===== config.mk =====
export PLATFORM = sky130hd
export DESIGN_NAME = mdu_ctrl
export DESIGN_NICKNAME = d
export VERILOG_FILES = /design/src/rtl/mdu_ctrl_pkg.sv /design/src/rtl/mdu_ctrl_sig_extend.sv /design/src/rtl/mdu_ctrl.sv
export SDC_FILE = /design/constraint.sdc
export NUM_CORES = 1
export LEC_CHECK = 0
export BUFFER_PORTS_ARGS = -buffer_cell sky130_fd_sc_hd__clkbuf_2
export CORE_ASPECT_RATIO = 0.7
export CORE_UTILIZATION = 45
export CTS_BUF_LIST = sky130_fd_sc_hd__clkbuf_4
export DETAILED_ROUTE_END_ITERATION = 12
export PLACE_DENSITY = 0.72
export SETUP_SLACK_MARGIN = 0.02
export SLEW_MARGIN = 15
export SYNTH_ARGS = -nofsm -noshare
export SYNTH_HDL_FRONTEND = slang
export SYNTH_SLANG_ARGS = --single-unit
export TNS_END_PERCENT = 100

===== constraint.sdc =====
create_clock -name i_clk -period 5.76 [get_ports i_clk]
set_input_delay 0.576 -clock i_clk [delete_from_list [all_inputs] [get_ports i_clk]]
set_output_delay 0.576 -clock i_clk [all_outputs]
set_load 0.1 [all_outputs]

===== src/rtl/mdu_ctrl_pkg.sv =====
// Shared constants for the multiply/divide unit controller:
// default widths, operation codes and FSM state encodings.
package mdu_ctrl_pkg;

    localparam int DATA_SIZE_DEF = 32;
    localparam int CNT_SIZE_DEF  = 6;

    localparam logic [1:0] OP_MULT  = 2'b00;
    localparam logic [1:0] OP_MULTU = 2'b01;
    localparam logic [1:0] OP_DIV   = 2'b10;
    localparam logic [1:0] OP_DIVU  = 2'b11;

    localparam logic [1:0] ST_IDLE = 2'b00;
    localparam logic [1:0] ST_RUN  = 2'b01;
    localparam logic [1:0] ST_FIX  = 2'b10;
    localparam logic [1:0] ST_DONE = 2'b11;

    function automatic logic op_is_signed(input logic [1:0] op);
        return ~op[0];
    endfunction

endpackage


===== src/rtl/mdu_ctrl_sig_extend.sv =====
// Sign extension of a narrow operand to a wider datapath.
// Used to widen signed operands by one bit before magnitude conversion.
module sig_extend #(
    parameter int IN_W  = 32,
    parameter int OUT_W = 33
) (
    input  logic [IN_W-1:0]  i_data,
    output logic [OUT_W-1:0] o_data
);

    assign o_data = {{(OUT_W-IN_W){i_data[IN_W-1]}}, i_data};

endmodule


===== src/rtl/mdu_ctrl.sv =====
// Iterative multiply/divide unit: shift-add multiply, restoring divide,
// one step per cycle on a DATA_SIZE+1 bit adder, with HI/LO registers.
module mdu_ctrl
    import mdu_ctrl_pkg::*;
#(
    parameter int DATA_SIZE = DATA_SIZE_DEF,
    parameter int CNT_SIZE  = CNT_SIZE_DEF
) (
    input  logic                 i_clk,
    input  logic                 i_reset_n,
    input  logic                 i_start,
    input  logic [1:0]           i_op,
    input  logic [DATA_SIZE-1:0] i_rs,
    input  logic [DATA_SIZE-1:0] i_rt,
    input  logic                 i_mthi,
    input  logic                 i_mtlo,
    input  logic                 i_flush,
    output logic                 o_busy,
    output logic                 o_done,
    output logic                 o_div_by_zero,
    output logic [DATA_SIZE-1:0] o_hi,
    output logic [DATA_SIZE-1:0] o_lo
);

    localparam int DS = DATA_SIZE;
    localparam int W  = DATA_SIZE + 1;
    localparam logic [CNT_SIZE-1:0] CNT_LOAD = CNT_SIZE'(DATA_SIZE);

    logic [1:0]          state_q, state_d;
    logic [CNT_SIZE-1:0] cnt_q, cnt_d;
    logic [1:0]          op_q, op_d;
    logic                sa_q, sa_d, sb_q, sb_d, dz_q, dz_d;
    logic [W-1:0]        a_q, a_d, b_q, b_d;
    logic [DS-1:0]       acc_q, acc_d, wrk_q, wrk_d;
    logic [DS-1:0]       hi_q, hi_d, lo_q, lo_d;

    logic [W-1:0] rs_sx, rt_sx, rs_ext, rt_ext, rs_mag, rt_mag;
    logic         sgn_in, idle_like;

    sig_extend #(.IN_W(DS), .OUT_W(W)) u_sx_rs (.i_data(i_rs), .o_data(rs_sx));
    sig_extend #(.IN_W(DS), .OUT_W(W)) u_sx_rt (.i_data(i_rt), .o_data(rt_sx));

    assign sgn_in    = op_is_signed(i_op);
    assign idle_like = (state_q == ST_IDLE) || (state_q == ST_DONE);

    always_comb begin
        rs_ext = sgn_in ? rs_sx : {1'b0, i_rs};
        rt_ext = sgn_in ? rt_sx : {1'b0, i_rt};
        rs_mag = (sgn_in & i_rs[DS-1]) ? -rs_ext : rs_ext;
        rt_mag = (sgn_in & i_rt[DS-1]) ? -rt_ext : rt_ext;
    end

    // Shared adder: multiply adds the multiplicand, divide subtracts the divisor.
    logic [W-1:0] add_a, add_b;
    logic         add_ci, carry;
    logic [W:0]   sum;

    always_comb begin
        if (op_q[1]) begin
            add_a  = {acc_q, wrk_q[DS-1]};
            add_b  = ~b_q;
            add_ci = 1'b1;
        end else begin
            add_a  = {1'b0, acc_q};
            add_b  = wrk_q[0] ? a_q : '0;
            add_ci = 1'b0;
        end
        sum   = {1'b0, add_a} + {1'b0, add_b} + {{W{1'b0}}, add_ci};
        carry = sum[W];
    end

    logic [2*DS-1:0] prod, prod_s;
    logic [DS-1:0]   quo_s, rem_s;
    logic            neg_res;

    always_comb begin
        neg_res = op_is_signed(op_q) & (sa_q ^ sb_q);
        prod    = {acc_q, wrk_q};
        prod_s  = neg_res ? -prod : prod;
        quo_s   = neg_res ? -wrk_q : wrk_q;
        rem_s   = (op_is_signed(op_q) & sa_q) ? -acc_q : acc_q;
    end

    always_comb begin
        state_d = state_q;
        cnt_d   = cnt_q;
        op_d    = op_q;
        sa_d    = sa_q;
        sb_d    = sb_q;
        dz_d    = dz_q;
        a_d     = a_q;
        b_d     = b_q;
        acc_d   = acc_q;
        wrk_d   = wrk_q;
        hi_d    = hi_q;
        lo_d    = lo_q;

        if (idle_like && i_mthi) hi_d = i_rs;
        if (idle_like && i_mtlo) lo_d = i_rs;

        case (state_q)
            ST_IDLE, ST_DONE: begin
                if (i_start) begin
                    state_d = ST_RUN;
                    cnt_d   = CNT_LOAD;
                    op_d    = i_op;
                    sa_d    = sgn_in & i_rs[DS-1];
                    sb_d    = sgn_in & i_rt[DS-1];
                    dz_d    = i_op[1] & (i_rt == '0);
                    a_d     = rs_mag;
                    b_d     = rt_mag;
                    acc_d   = '0;
                    wrk_d   = i_op[1] ? rs_mag[DS-1:0] : rt_mag[DS-1:0];
                end else begin
                    state_d = ST_IDLE;
                end
            end
            ST_RUN: begin
                cnt_d = cnt_q - 1'b1;
                if (cnt_q == CNT_SIZE'(1)) state_d = ST_FIX;
                if (op_q[1]) begin
                    acc_d = carry ? sum[DS-1:0] : add_a[DS-1:0];
                    wrk_d = {wrk_q[DS-2:0], carry};
                end else begin
                    acc_d = sum[W-1:1];
                    wrk_d = {sum[0], wrk_q[DS-1:1]};
                end
            end
            default: begin
                state_d = ST_DONE;
                if (!i_flush) begin
                    if (op_q[1]) begin
                        hi_d = rem_s;
                        lo_d = dz_q ? '1 : quo_s;
                    end else begin
                        hi_d = prod_s[2*DS-1:DS];
                        lo_d = prod_s[DS-1:0];
                    end
                end
            end
        endcase

        if (i_flush) begin
            state_d = ST_IDLE;
            cnt_d   = '0;
        end
    end

    always_ff @(posedge i_clk or negedge i_reset_n) begin
        if (!i_reset_n) begin
            state_q <= ST_IDLE;
            cnt_q   <= '0;
            op_q    <= '0;
            sa_q    <= 1'b0;
            sb_q    <= 1'b0;
            dz_q    <= 1'b0;
            a_q     <= '0;
            b_q     <= '0;
            acc_q   <= '0;
            wrk_q   <= '0;
            hi_q    <= '0;
            lo_q    <= '0;
        end else begin
            state_q <= state_d;
            cnt_q   <= cnt_d;
            op_q    <= op_d;
            sa_q    <= sa_d;
            sb_q    <= sb_d;
            dz_q    <= dz_d;
            a_q     <= a_d;
            b_q     <= b_d;
            acc_q   <= acc_d;
            wrk_q   <= wrk_d;
            hi_q    <= hi_d;
            lo_q    <= lo_d;
        end
    end

    assign o_busy        = (state_q == ST_RUN) || (state_q == ST_FIX);
    assign o_done        = (state_q == ST_DONE);
    assign o_div_by_zero = (state_q == ST_DONE) && dz_q;
    assign o_hi          = hi_q;
    assign o_lo          = lo_q;

endmodule


==> results_dict.tcl <==
set metrics [dict create \
    status "complete, no violations" \
    synth_top_area_share 0.331 \
    grt_pass1_vias 14200 \
    yosysTopAreaCell "dfrtp_1" \
    start_util 0.462 \
    post_route_cells_drive_above_1_share 0.152 \
    worst-path-buf-inv 1 \
    fin_tns_setup_ns 0 \
    start_kind "flip-flop" \
    slew_headroom 0.195 \
    route.detailed.drc 0 \
    synth_most_common_cell "nand2_1" \
    crit_path_cell_trace "buf_4, o21ai_0, ha_1, a21oi_1, or3b_1, a2111o_1, a211oi_2, or3_1, nand3_2, o21ai_0, o21ai_0" \
    worstSetupEndpointType "flip-flop" \
    fin_crit_sh 0.844 \
    cp_max_fo 89 \
    rrSetupSlack_ns 0.90 \
    yosys.area_share.simple 0.204 \
    syn_area_sq_um 15700 \
    crit_top_cell "o21ai_0" \
    tightest_slew_ns 1.21 \
    finClkSkew_ns 0.0601 \
    yosys_warnings 0 \
    antenna_left 0 \
    cts_sinks 207 \
    die_w_um 225 \
    io_pins 139 \
    regArea_sq_um 5180 \
    synth_compound_area_frac 0.237 \
    synth.distinct_cells 92 \
    clk_pin_slew_ns 0.09 \
    synth_adder_area_share 0.0361 \
    syn_avg_cell_area_sq_um 7.95 \
    routed_wl_um 58100 \
    crit_required_ns 6.32 \
    synthTopCellsByArea "dfrtp_1 33%, nand2_1 7.9%, o21ai_0 6.7%, xor2_1 4.4%, a21oi_1 4.3%" \
    crit_slowest_cell "buf_4" \
    multi_input_area_sq_um 9710 \
    clk_latency_ns 0.75 \
    critical_path_class "reg -> reg" \
    cts.repair.resized 0 \
    ctsHoldBuffers 1 \
    hp-class "in -> reg" \
    drv_slew 0 \
    async_flop_share 1.00 \
    dieArea_sq_um 35500 \
    synth_common_cells "328 x nand2_1, 208 x o21ai_0, 207 x dfrtp_1" \
    wl_per_cell_um 23.0 \
    drt-vias-per-instance 6.32 \
    ys_ff_latch 207 \
    cts-buffers-inserted 53 \
    n_fill_cell 3220 \
    ys.flop_type "dfrtp_1" \
    ctsRootBufferMaster "clkbuf_4" \
    slowest_delay_ns 0.83 \
    worst-endpoint-arrival_ns 5.42 \
    firstDrtPassIters 7 \
    min_period_ns 4.86 \
    setup_viol 0 \
    core_area_sq_um 33800 \
    antenna_found_initial 1 \
    syn_nets 2084 \
    rsz0062_at_grt "no" \
    gp_congestion 0.968 \
    yosys-mux-area-fraction 0.0614 \
    synthToLayoutAreaGrowth_pct 9.83 \
    grt_usage 0.322 \
    h-tree-depth 2 \
    synth-xor-area-share 0.0789 \
    portBuffers 138 \
    synth_top_family_by_area "compound AO/OA/AOI/OAI gates" \
    post_cts_buffers 0 \
    fin_nets 2143 \
    cts_tree "yes" \
    rows 56 \
    grt_overflow 0 \
    die_y_um 158 \
    hold_violations 0 \
    clock.fmax_ghz 0.206 \
    yosysSeqAreaShare 0.331 \
    grt_pass1_wl_um 86700 \
    drt_iter0_drc 1858 \
    cpLargestDelayFamily "compound AO/OA/AOI/OAI gates" \
    cts_max_path_buffers 3 \
    netlist_instances 1968 \
    synth_edf_count 0 \
    hpwlAfterDp_um 43800 \
    num_vias 16000 \
    grt_max_degree 143 \
    cap_viol_max_count 0 \
]
==> layout make-up <==
cell class                 count  share of cell area
timing repair buffer         157              0.0506
multi-input combinational   1568               0.565
antenna                        2            0.000291
clock buffer                  77              0.0336
inverter                      40             0.00874
clock inverter                16             0.00670
tap                          464              0.0338
sequential                   207               0.302
==> through the flow <==
step / instance area (sq um) / setup WS [ns] / hold slack [ns] / instances / utilization
floorplan: 15700 / 1.17 / 0.280 / 1968 / -
global placement: 16500 / 1.24 / 0.452 / 2434 / 0.486
detailed placement: 16500 / 1.08 / 0.458 / 2434 / 0.486
finish: 17200 / 0.900 / 0.201 / 2531 / 0.508
CTS: 17200 / 1.01 / 0.181 / 2528 / 0.507
global route: 17200 / 0.636 / 0.189 / 2531 / 0.508
==> layer usage <==
metal,global-route usage,vias up,part of all wire
met4,0.0706,0,0.019
li1,-,7213,-
met3,0.114,84,0.14
met5,0.0126,-,0
met2,0.430,1050,0.38
met1,0.484,7651,0.45
==> cell families after synthesis <==
group,Yosys count
AO/OA/AOI/OAI,594
XOR/XNOR,141
adder cells (fa/ha/maj),44
buffers and inverters,193
flip-flops,207
multiplexers,91
AND/OR/NAND/NOR,698
==> worst register-to-register path, cell delays in order, from the launching register on <==
cell and delay [ns]:
dfrtp_4 0.43, buf_4 0.83, o21ai_0 0.46, ha_1 0.39, a21oi_1 0.07, or3b_1 0.42, a2111o_1 0.54, a211oi_2 0.39
or3_1 0.30, nand3_2 0.35, o21ai_0 0.39, o21ai_0 0.12
==> worst paths after layout <==
path                            startpoint   endpoint  cells past startpoint
worst max-delay path               op_q[1]  acc_q[10]                     11
worst min-delay path              i_rs[28]   o_lo[28]                      3
worst max register to register     op_q[1]  acc_q[10]                     11
worst min register to register     b_q[19]    b_q[19]                      2
max in group asynchronous        i_reset_n    op_q[1]                      3
min in group asynchronous        i_reset_n   o_hi[20]                      2
==> layout by cell type (no fill, tap or decap), types with 9 or more instances in the layout <==
cell        n
and3_1     17
clkbuf_2  137
a32oi_1    33
nand2_1   327
o22ai_1    18
nand3_1    28
xnor2_1    63
o31ai_1    25
ha_1       42
inv_1      39
o41ai_1    14
o21ai_0   207
nand4_1    12
a31oi_1    27
nor3_1     41
mux2i_1    51
clkinv_1   13
xor2_1     78
clkbuf_4   77
buf_4      16
or4_1      11
a22oi_1     9
or3_1      16
a211oi_1   25
and2_1     15
nand2b_1   15
o211ai_1   13
nor2_1    147
mux2_2     40
a21oi_1   134
nor4_1     22
a21o_1     20
dfrtp_1   206
==> sequential cells by signal (all words and copies together) (netlist names) <==
name     cells
a_q         33
b_q         33
acc_q       32
o_hi        32
o_lo        32
wrk_q       32
cnt_q        6
op_q         2
state_q      2
dz_q         1
sa_q         1
sb_q         1
Power is left out: the tool's default activity adds up to more than one toggle a clock period on the data nets, which glitch-free logic cannot reach.
